==> config.mk <==
export PLATFORM = sky130hd
export DESIGN_NAME = telem_target_table
export DESIGN_NICKNAME = d
export VERILOG_FILES = /design/src/rtl/telem_pkg.sv /design/src/rtl/telem_slot.sv /design/src/rtl/telem_target_table.sv
export SDC_FILE = /design/constraint.sdc
export NUM_CORES = 2
export LEC_CHECK = 0
export BUFFER_PORTS_ARGS = -buffer_cell sky130_fd_sc_hd__buf_4
export CAP_MARGIN = 25
export CORE_MARGIN = 8
export CORE_UTILIZATION = 55
export CTS_BUF_LIST = sky130_fd_sc_hd__clkbuf_4 sky130_fd_sc_hd__clkbuf_8
export CTS_CLUSTER_DIAMETER = 40
export CTS_CLUSTER_SIZE = 14
export DETAILED_ROUTE_END_ITERATION = 6
export PLACE_DENSITY = 0.82
export SKIP_LAST_GASP = 1
export SLEW_MARGIN = 40
export SYNTH_ARGS = -nofsm -noshare
export SYNTH_HDL_FRONTEND = slang
export SYNTH_SLANG_ARGS = --single-unit
==> constraint.sdc <==
create_clock -name clk -period 51.1 [get_ports clk]
set_input_delay 5.11 -clock clk [delete_from_list [all_inputs] [get_ports clk]]
set_output_delay 5.11 -clock clk [all_outputs]
set_load 0.02 [all_outputs]
==> src/rtl/telem_pkg.sv <==
// telem_pkg
//   Shared definitions for the telemetry target table:
//   - coordinate index constants for the packed record layout
//     (coordinate k lives at bits [k*COORD_W +: COORD_W])
//   - scan engine state encoding
//   - address-width helper used to size slot indices
package telem_pkg;

  localparam int COORD_X = 0;
  localparam int COORD_Y = 1;
  localparam int COORD_Z = 2;
  localparam int COORD_T = 3;

  typedef enum logic [1:0] {
    SCAN_IDLE,
    SCAN_SEEK,
    SCAN_PRESENT,
    SCAN_DONE
  } scan_state_t;

  // Width of a slot index; never narrower than one bit so a single-slot
  // table still has a legal address port.
  function automatic int addr_width(input int n);
    return (n <= 2) ? 1 : $clog2(n);
  endfunction

endpackage

==> src/rtl/telem_slot.sv <==
// telem_slot
//   One target record: data register, valid bit and, when TELEM_AGE_EN is
//   defined, a saturating age counter that expires the entry.
//
// Configuration macro: TELEM_AGE_EN (adds age_tick port and age counter)
//
// Ports:
//   clk        in   rising-edge clock
//   rst        in   asynchronous active-high reset
//   age_tick   in   age advance strobe (TELEM_AGE_EN only)
//   load       in   load wr_data and mark valid
//   clear      in   zero the record and mark invalid (beats load)
//   wr_data    in   record to load
//   data       out  stored record
//   valid      out  registered valid bit
//   valid_nxt  out  value valid takes on the next edge (feeds the count)
module telem_slot #(
  parameter int DATA_W = 32
`ifdef TELEM_AGE_EN
  , parameter int AGE_LIMIT = 200
`endif
) (
  input  logic              clk,
  input  logic              rst,
`ifdef TELEM_AGE_EN
  input  logic              age_tick,
`endif
  input  logic              load,
  input  logic              clear,
  input  logic [DATA_W-1:0] wr_data,
  output logic [DATA_W-1:0] data,
  output logic              valid,
  output logic              valid_nxt
);

`ifdef TELEM_AGE_EN
  localparam int AGE_W = $clog2(AGE_LIMIT + 1);
  logic [AGE_W-1:0] age;
  logic             expire;

  // The entry expires on the tick that would carry its age up to the limit.
  assign expire = age_tick && valid && (age == AGE_W'(AGE_LIMIT - 1));

  // Age restarts on every load or clear and saturates at the limit.
  always_ff @(posedge clk or posedge rst) begin
    if (rst) begin
      age <= '0;
    end else if (clear || load) begin
      age <= '0;
    end else if (age_tick && valid && (age != AGE_W'(AGE_LIMIT))) begin
      age <= age + 1'b1;
    end
  end
`endif

  // Next valid state: clear beats load, and a load beats expiry.
  always_comb begin
    valid_nxt = valid;
    if (clear) begin
      valid_nxt = 1'b0;
    end else if (load) begin
      valid_nxt = 1'b1;
    end
`ifdef TELEM_AGE_EN
    else if (expire) begin
      valid_nxt = 1'b0;
    end
`endif
  end

  // Expiry only drops the valid bit; the record contents are retained.
  always_ff @(posedge clk or posedge rst) begin
    if (rst) begin
      data  <= '0;
      valid <= 1'b0;
    end else begin
      valid <= valid_nxt;
      if (clear) begin
        data <= '0;
      end else if (load) begin
        data <= wr_data;
      end
    end
  end

endmodule

==> src/rtl/telem_target_table.sv <==
// telem_target_table
//   Table of NUM_TARGETS target records (NUM_COORDS coordinates of COORD_W
//   bits each) with an indexed load/clear port, a global clear, a valid
//   bitmap with registered occupancy count, and a scan engine that streams
//   every valid record over a valid/ready handshake.
//
// Configuration macro: TELEM_AGE_EN (per-slot ageing driven by age_tick)
//
// Ports:
//   clk, rst         rising-edge clock, asynchronous active-high reset
//   age_tick         age advance strobe (TELEM_AGE_EN only)
//   wr_en, wr_clr    load / clear slot wr_addr (clear wins)
//   wr_addr, wr_data slot index and record; out-of-range index is ignored
//   clr_all          clear every slot (beats wr_clr and wr_en)
//   scan_start       begin a readout scan (ignored unless idle)
//   out_valid/ready  record handshake; out_addr/out_data held while stalled
//   scan_busy        scan in progress
//   scan_done        one-cycle pulse at end of scan
//   valid_map, count per-slot valid bits and their population count
module telem_target_table
  import telem_pkg::*;
#(
  parameter int NUM_TARGETS = 32,
  parameter int COORD_W     = 8,
  parameter int NUM_COORDS  = 4,
  parameter int AGE_LIMIT   = 200,
  localparam int AW = addr_width(NUM_TARGETS),
  localparam int DW = NUM_COORDS * COORD_W,
  localparam int CW = $clog2(NUM_TARGETS + 1)
) (
  input  logic                   clk,
  input  logic                   rst,
`ifdef TELEM_AGE_EN
  input  logic                   age_tick,
`endif
  input  logic                   wr_en,
  input  logic                   wr_clr,
  input  logic [AW-1:0]          wr_addr,
  input  logic [DW-1:0]          wr_data,
  input  logic                   clr_all,
  input  logic                   scan_start,
  output logic                   out_valid,
  input  logic                   out_ready,
  output logic [AW-1:0]          out_addr,
  output logic [DW-1:0]          out_data,
  output logic                   scan_busy,
  output logic                   scan_done,
  output logic [NUM_TARGETS-1:0] valid_map,
  output logic [CW-1:0]          count
);

  localparam logic [AW-1:0] LAST_IDX = AW'(NUM_TARGETS - 1);

  if (NUM_TARGETS < 1 || AGE_LIMIT < 1) begin : g_bad_params
    $error("telem_target_table: NUM_TARGETS and AGE_LIMIT must be positive");
  end

  logic [DW-1:0]          rec [NUM_TARGETS];
  logic [NUM_TARGETS-1:0] valid_nxt;
  logic                   addr_ok;
  scan_state_t            state, state_nxt;
  logic [AW-1:0]          idx;
  logic                   idx_last;

  // Non-power-of-two tables can see addresses past the last slot.
  assign addr_ok  = ({1'b0, wr_addr} < (AW + 1)'(NUM_TARGETS));
  assign idx_last = (idx == LAST_IDX);

  // A single wr_addr serves both wr_en and wr_clr, so any wr_clr suppresses
  // the load; clr_all overrides everything.
  for (genvar g = 0; g < NUM_TARGETS; g++) begin : g_slot
    logic sel, slot_clear, slot_load;
    assign sel        = addr_ok && (wr_addr == AW'(g));
    assign slot_clear = clr_all || (wr_clr && sel);
    assign slot_load  = wr_en && !wr_clr && !clr_all && sel;

    telem_slot #(
      .DATA_W    (DW)
`ifdef TELEM_AGE_EN
      , .AGE_LIMIT (AGE_LIMIT)
`endif
    ) u_slot (
      .clk       (clk),
      .rst       (rst),
`ifdef TELEM_AGE_EN
      .age_tick  (age_tick),
`endif
      .load      (slot_load),
      .clear     (slot_clear),
      .wr_data   (wr_data),
      .data      (rec[g]),
      .valid     (valid_map[g]),
      .valid_nxt (valid_nxt[g])
    );
  end

  function automatic logic [CW-1:0] popcount(input logic [NUM_TARGETS-1:0] v);
    logic [CW-1:0] c;
    c = '0;
    for (int i = 0; i < NUM_TARGETS; i++) begin
      c = c + CW'(v[i]);
    end
    return c;
  endfunction

  // Counting the slots' next-state valid bits keeps count registered yet in
  // step with valid_map on the same edge.
  always_ff @(posedge clk or posedge rst) begin
    if (rst) begin
      count <= '0;
    end else begin
      count <= popcount(valid_nxt);
    end
  end

  // Scan state register.
  always_ff @(posedge clk or posedge rst) begin
    if (rst) begin
      state <= SCAN_IDLE;
    end else begin
      state <= state_nxt;
    end
  end

  // Scan next-state: one slot tested per SEEK cycle, one beat per PRESENT.
  always_comb begin
    state_nxt = state;
    unique case (state)
      SCAN_IDLE: begin
        if (scan_start) state_nxt = SCAN_SEEK;
      end
      SCAN_SEEK: begin
        if (valid_map[idx])  state_nxt = SCAN_PRESENT;
        else if (idx_last)   state_nxt = SCAN_DONE;
      end
      SCAN_PRESENT: begin
        if (out_ready) state_nxt = idx_last ? SCAN_DONE : SCAN_SEEK;
      end
      SCAN_DONE: begin
        state_nxt = SCAN_IDLE;
      end
      default: state_nxt = SCAN_IDLE;
    endcase
  end

  // Scan outputs are pure functions of the state.
  always_comb begin
    out_valid = (state == SCAN_PRESENT);
    scan_busy = (state != SCAN_IDLE);
    scan_done = (state == SCAN_DONE);
  end

  // Scan datapath: the presented record is captured when SEEK finds it, so
  // later writes to that slot (or clr_all) cannot disturb a stalled beat.
  always_ff @(posedge clk or posedge rst) begin
    if (rst) begin
      idx      <= '0;
      out_addr <= '0;
      out_data <= '0;
    end else begin
      unique case (state)
        SCAN_IDLE: begin
          if (scan_start) idx <= '0;
        end
        SCAN_SEEK: begin
          if (valid_map[idx]) begin
            out_addr <= idx;
            out_data <= rec[idx];
          end else if (!idx_last) begin
            idx <= idx + 1'b1;
          end
        end
        SCAN_PRESENT: begin
          if (out_ready && !idx_last) idx <= idx + 1'b1;
        end
        default: ;
      endcase
    end
  end

endmodule
==> key figures <==
Run status
  • Status: finished, violations left
  • Failing checks: DRC

Timing
  • Final period util: 20.7%
  • Rel. slew slack: between 20% and 30%
  • Crit path time final: around 11 ns
  • Final setup violating endpoints: 0
  • Clock skew: about 0.047 ns
  • Final Max Slew Viols: 0
  • Setup TNS: 0 ns
  • Worst hold slack: roughly 0.49 ns
  • Worst Max-Slew Pin Slew: roughly 1.1 ns
  • Final hold violation count: 0
  • RSZ-0062 raised after global routing: no
  • Fmax: around 0.094 GHz

Place
  • GP Congestion: approximately 0.96
  • Post-placement cell area: 0.0543 sq mm
  • PortBufs: 121
  • Hpwl dp: about 110000 um

Layout
  • Post-layout util: about 60%
  • Layout cells sized above 1: between 10 and 15%
  • FF/Latch Area: roughly 0.028 sq mm
  • Multi-input logic area: ~0.023 sq mm
  • Area grow syn2layout: 7.95%
  • Post-route design area: between 0.05 and 0.06 sq mm
  • Final-stage net count: around 5.6k
  • Fillers: 7844

Yosys
  • Post-synth EDFFs: 0
  • Syn_area_per_cell: roughly 9.4 sq um
  • Count of cell types in the netlist: 47
  • Post-Synthesis Net Count: about 5.7k
  • Asr flop ratio synth: between 90% and 100%
  • Synthesized area: ~0.053 sq mm
  • Top post-synthesis cells by area: dfrtp_1, nand2_1, mux4_2
  • Warnings, synthesis: 0
  • Biggest area consumer among synthesized cells: dfrtp_1
  • Top_reg_cell synth: dfrtp_1
  • Sequential fraction of the synthesis area: between 50% and 60%
  • Yosys reg bits: 1106
  • Post-synth top area share: between 50% and 60%
  • Most frequent cell after synthesis: nand2_1
  • Top post-synthesis cells by count: nand2_1, dfrtp_1, a21oi_1, clkbuf_1, mux4_2
  • Cell count after synthesis: ~5.7k

Setup path
  • R2R depth: 15
  • Worst Setup Path Type: in -> reg
  • RR Endpoint: count[4]
  • Largest delay contributor family on the critical path: adder cells
  • R2r startpoint: g_slot[15].u_slot.valid
  • Slowest stage cell, crit path: nor2_4
  • CP Capture Type: flip-flop
  • Crit-path cells: buf_4, nor2_2, nand2_1, or2_1, buf_4, nor2_4, nor2_1, nor2_1, fa_1, inv_1, fa_1, fa_1, fa_1, fa_1, fa_1, inv_1, ha_1, fa_1, a21o_1, a21oi_1, xnor2_1
  • Peak per-stage delay on the critical path: ~0.68 ns
  • Startpoint types: input pin
  • R2R setup slack: about 46 ns
  • Buf+Inv Stages, Crit Path: 4
  • Critical Path RT: 51.88 ns
  • Crit path DAT: 11.37 ns
  • Critical Path Fanout Max: 33
  • Crit-path most repeated cell: fa_1

Routing
  • DRC viols: 2
  • Routed length per instance: 26.4 um
  • Vias per Instance: approximately 6.5
  • DRT iter0 DRCs: around 6.2k
  • Final Routed Wirelength: approximately 180000 um
  • Initial DRT Pass Iterations: 7
  • Via count: 44.6k
  • Detail Route Antenna Nets: 0

Min path
  • Hold Crit Start: out_data[0]
  • Hold Path End: out_data[0]
  • Hold depth: 2
  • Min-Delay Path Class: reg -> reg

Pwr
  • Sequential share of power: a little under half
  • Clk network pwr share: 34.5%
  • Power consumption: a little under 2 mW
  • Cell Pwr Density: between 30 and 40 mW/mm^2
  • Switching Share: 33.0%
  • Logic pwr share: approximately a fifth
  • Leak Pwr: about 23 nW
  • Switching pwr: approximately 0.65 mW
  • Cell-internal power: approximately 1.3 mW
  • Max IR drop VDD: approximately 0.033 mV

Clocking
  • CTS clk-pin slew, worst paths: 0.09 ns
  • Post-CTS Resized: 0
  • Root Buffer: clkbuf_8
  • CTS tree: built
  • Hold bufs inserted after CTS: 0
  • CTS sink count: between 1k and 1.5k
  • Post-CTS Setup Bufs: 0
  • Max clock buf depth: 3
  • Worst-Skew Late Latency: roughly 0.86 ns
  • H-tree depth: 4
  • Cts bufs inserted: roughly 130

Global route
  • GR Util met3: 13.7%
  • GRT Total Usage: about a third
  • First-pass GRT wire length: roughly 270000 um
  • GRT overflow: 0
  • Gr busiest metal: met2
  • M1 GR Usage: around 41%
  • Grt met2 use: ~50%
  • Vias in the first global route: between 40k and 50k
  • Initial antenna violation count: 9
  • Largest net degree at the start of global routing: 101

Floorplanning
  • Core area: between 0.09 and 0.1 sq mm
  • Die ar.: roughly 0.11 sq mm
  • Rows: 114
  • Top Ports: around 120
  • Chip width: 327 um
  • Initial core utilization: a little under three fifths
  • Die H: 327 um

Job
  • Max Cap Viol: 0
worst min-delay path, cell delays in order, from the launching register on:
cell and delay, ns:
dfrtp_1 0.35, nand2_1 0.05, o21ai_1 0.06
layout make-up:
type / count / area share [%]
well taps: 1276 / 2.78
flip-flops and latches: 1106 / 48.3
multi-input cells: 3973 / 39.8
clock buffers: 164 / 3.76
repair buffers: 246 / 3.83
inverters: 45 / 0.310
diodes: 7 / 0.0306
clock inverters: 76 / 1.24
worst max-delay path by stage:
| stage | from | slack, ns | cells after the start | end |
|---|---|---|---|---|
| 3_3_place_gp | clr_all | 39.74 | 21 | count[4] |
| 6_report | clr_all | 40.51 | 21 | count[4] |
| 4_1_cts | clr_all | 40.58 | 21 | count[4] |
| 5_1_grt | clr_all | 40.30 | 21 | count[4] |
| 2_1_floorplan | rst | 14.85 | 1 | count[0] |
| 3_5_place_dp | clr_all | 39.68 | 21 | count[4] |
metrics by stage:
stage	cells	setup slack, ns
after floorplan	5663	14.85
after global placement	6629	39.74
after detailed placement	6642	39.68
after CTS	6882	40.58
after global routing	6887	40.30
final	6893	40.51
power groups by stage:
stage               sequential [mW]  clock, mW  combinational (mW)
floorplan                     0.921          0               0.258
global placement              0.920          0               0.362
detailed placement            0.921          0               0.373
CTS                           0.904      0.682               0.373
global route                  0.906      0.716               0.402
finish                        0.904      0.681               0.386
cell usage in the layout, fill, tap and decap left out, types with 6 or more instances in the layout:
| cell type | instances |
|---|---|
| a21o_1 | 32 |
| a21oi_1 | 1059 |
| a22oi_1 | 68 |
| buf_16 | 10 |
| buf_4 | 214 |
| buf_6 | 11 |
| buf_8 | 6 |
| clkbuf_4 | 16 |
| clkbuf_8 | 148 |
| clkinv_2 | 12 |
| clkinv_4 | 9 |
| clkinvlp_4 | 24 |
| dfrtp_1 | 1103 |
| diode_2 | 7 |
| fa_1 | 24 |
| ha_1 | 14 |
| inv_1 | 40 |
| inv_6 | 18 |
| inv_8 | 10 |
| mux2i_1 | 18 |
| mux4_2 | 256 |
| nand2_1 | 2132 |
| nand2_2 | 6 |
| nand2b_1 | 6 |
| nand3_1 | 14 |
| nor2_1 | 100 |
| nor2_2 | 27 |
| nor2_4 | 10 |
| nor2b_1 | 9 |
| nor3_1 | 31 |
| nor3_2 | 9 |
| o21ai_1 | 36 |
| o22ai_1 | 63 |
| or2_2 | 18 |
flip-flops by register name, summed over array words and instances (netlist names):
register / cells
g_slot.u_slot.data: 1024
g_slot.u_slot.valid: 32
out_data: 32
count: 6
idx: 5
out_addr: 5
state: 2
kinds of logic (layout without fill, tap and decap cells):
group	Yosys count	in the layout	share of synthesized area (%)
xor+xnor	3	3	0.0495
other cells	0	7	0
buf+inv	584	531	5.31
mux	275	275	11.2
fa+ha+maj	38	38	1.23
compound gates	1281	1281	12.8
simple gates	2376	2376	17.3
flops	1106	1106	52.1
layer usage:
layer  vias to the layer above  routed length [um]  share of wire [%]
met3                       801               27200                 15
met5                         -                  53              0.029
met4                         8               16100                8.8
li1                      18600                   -                  -
met1                     21800               60300                 33
met2                      3368               78600                 43
No activity file was read; power rests on OpenSTA's default activity.
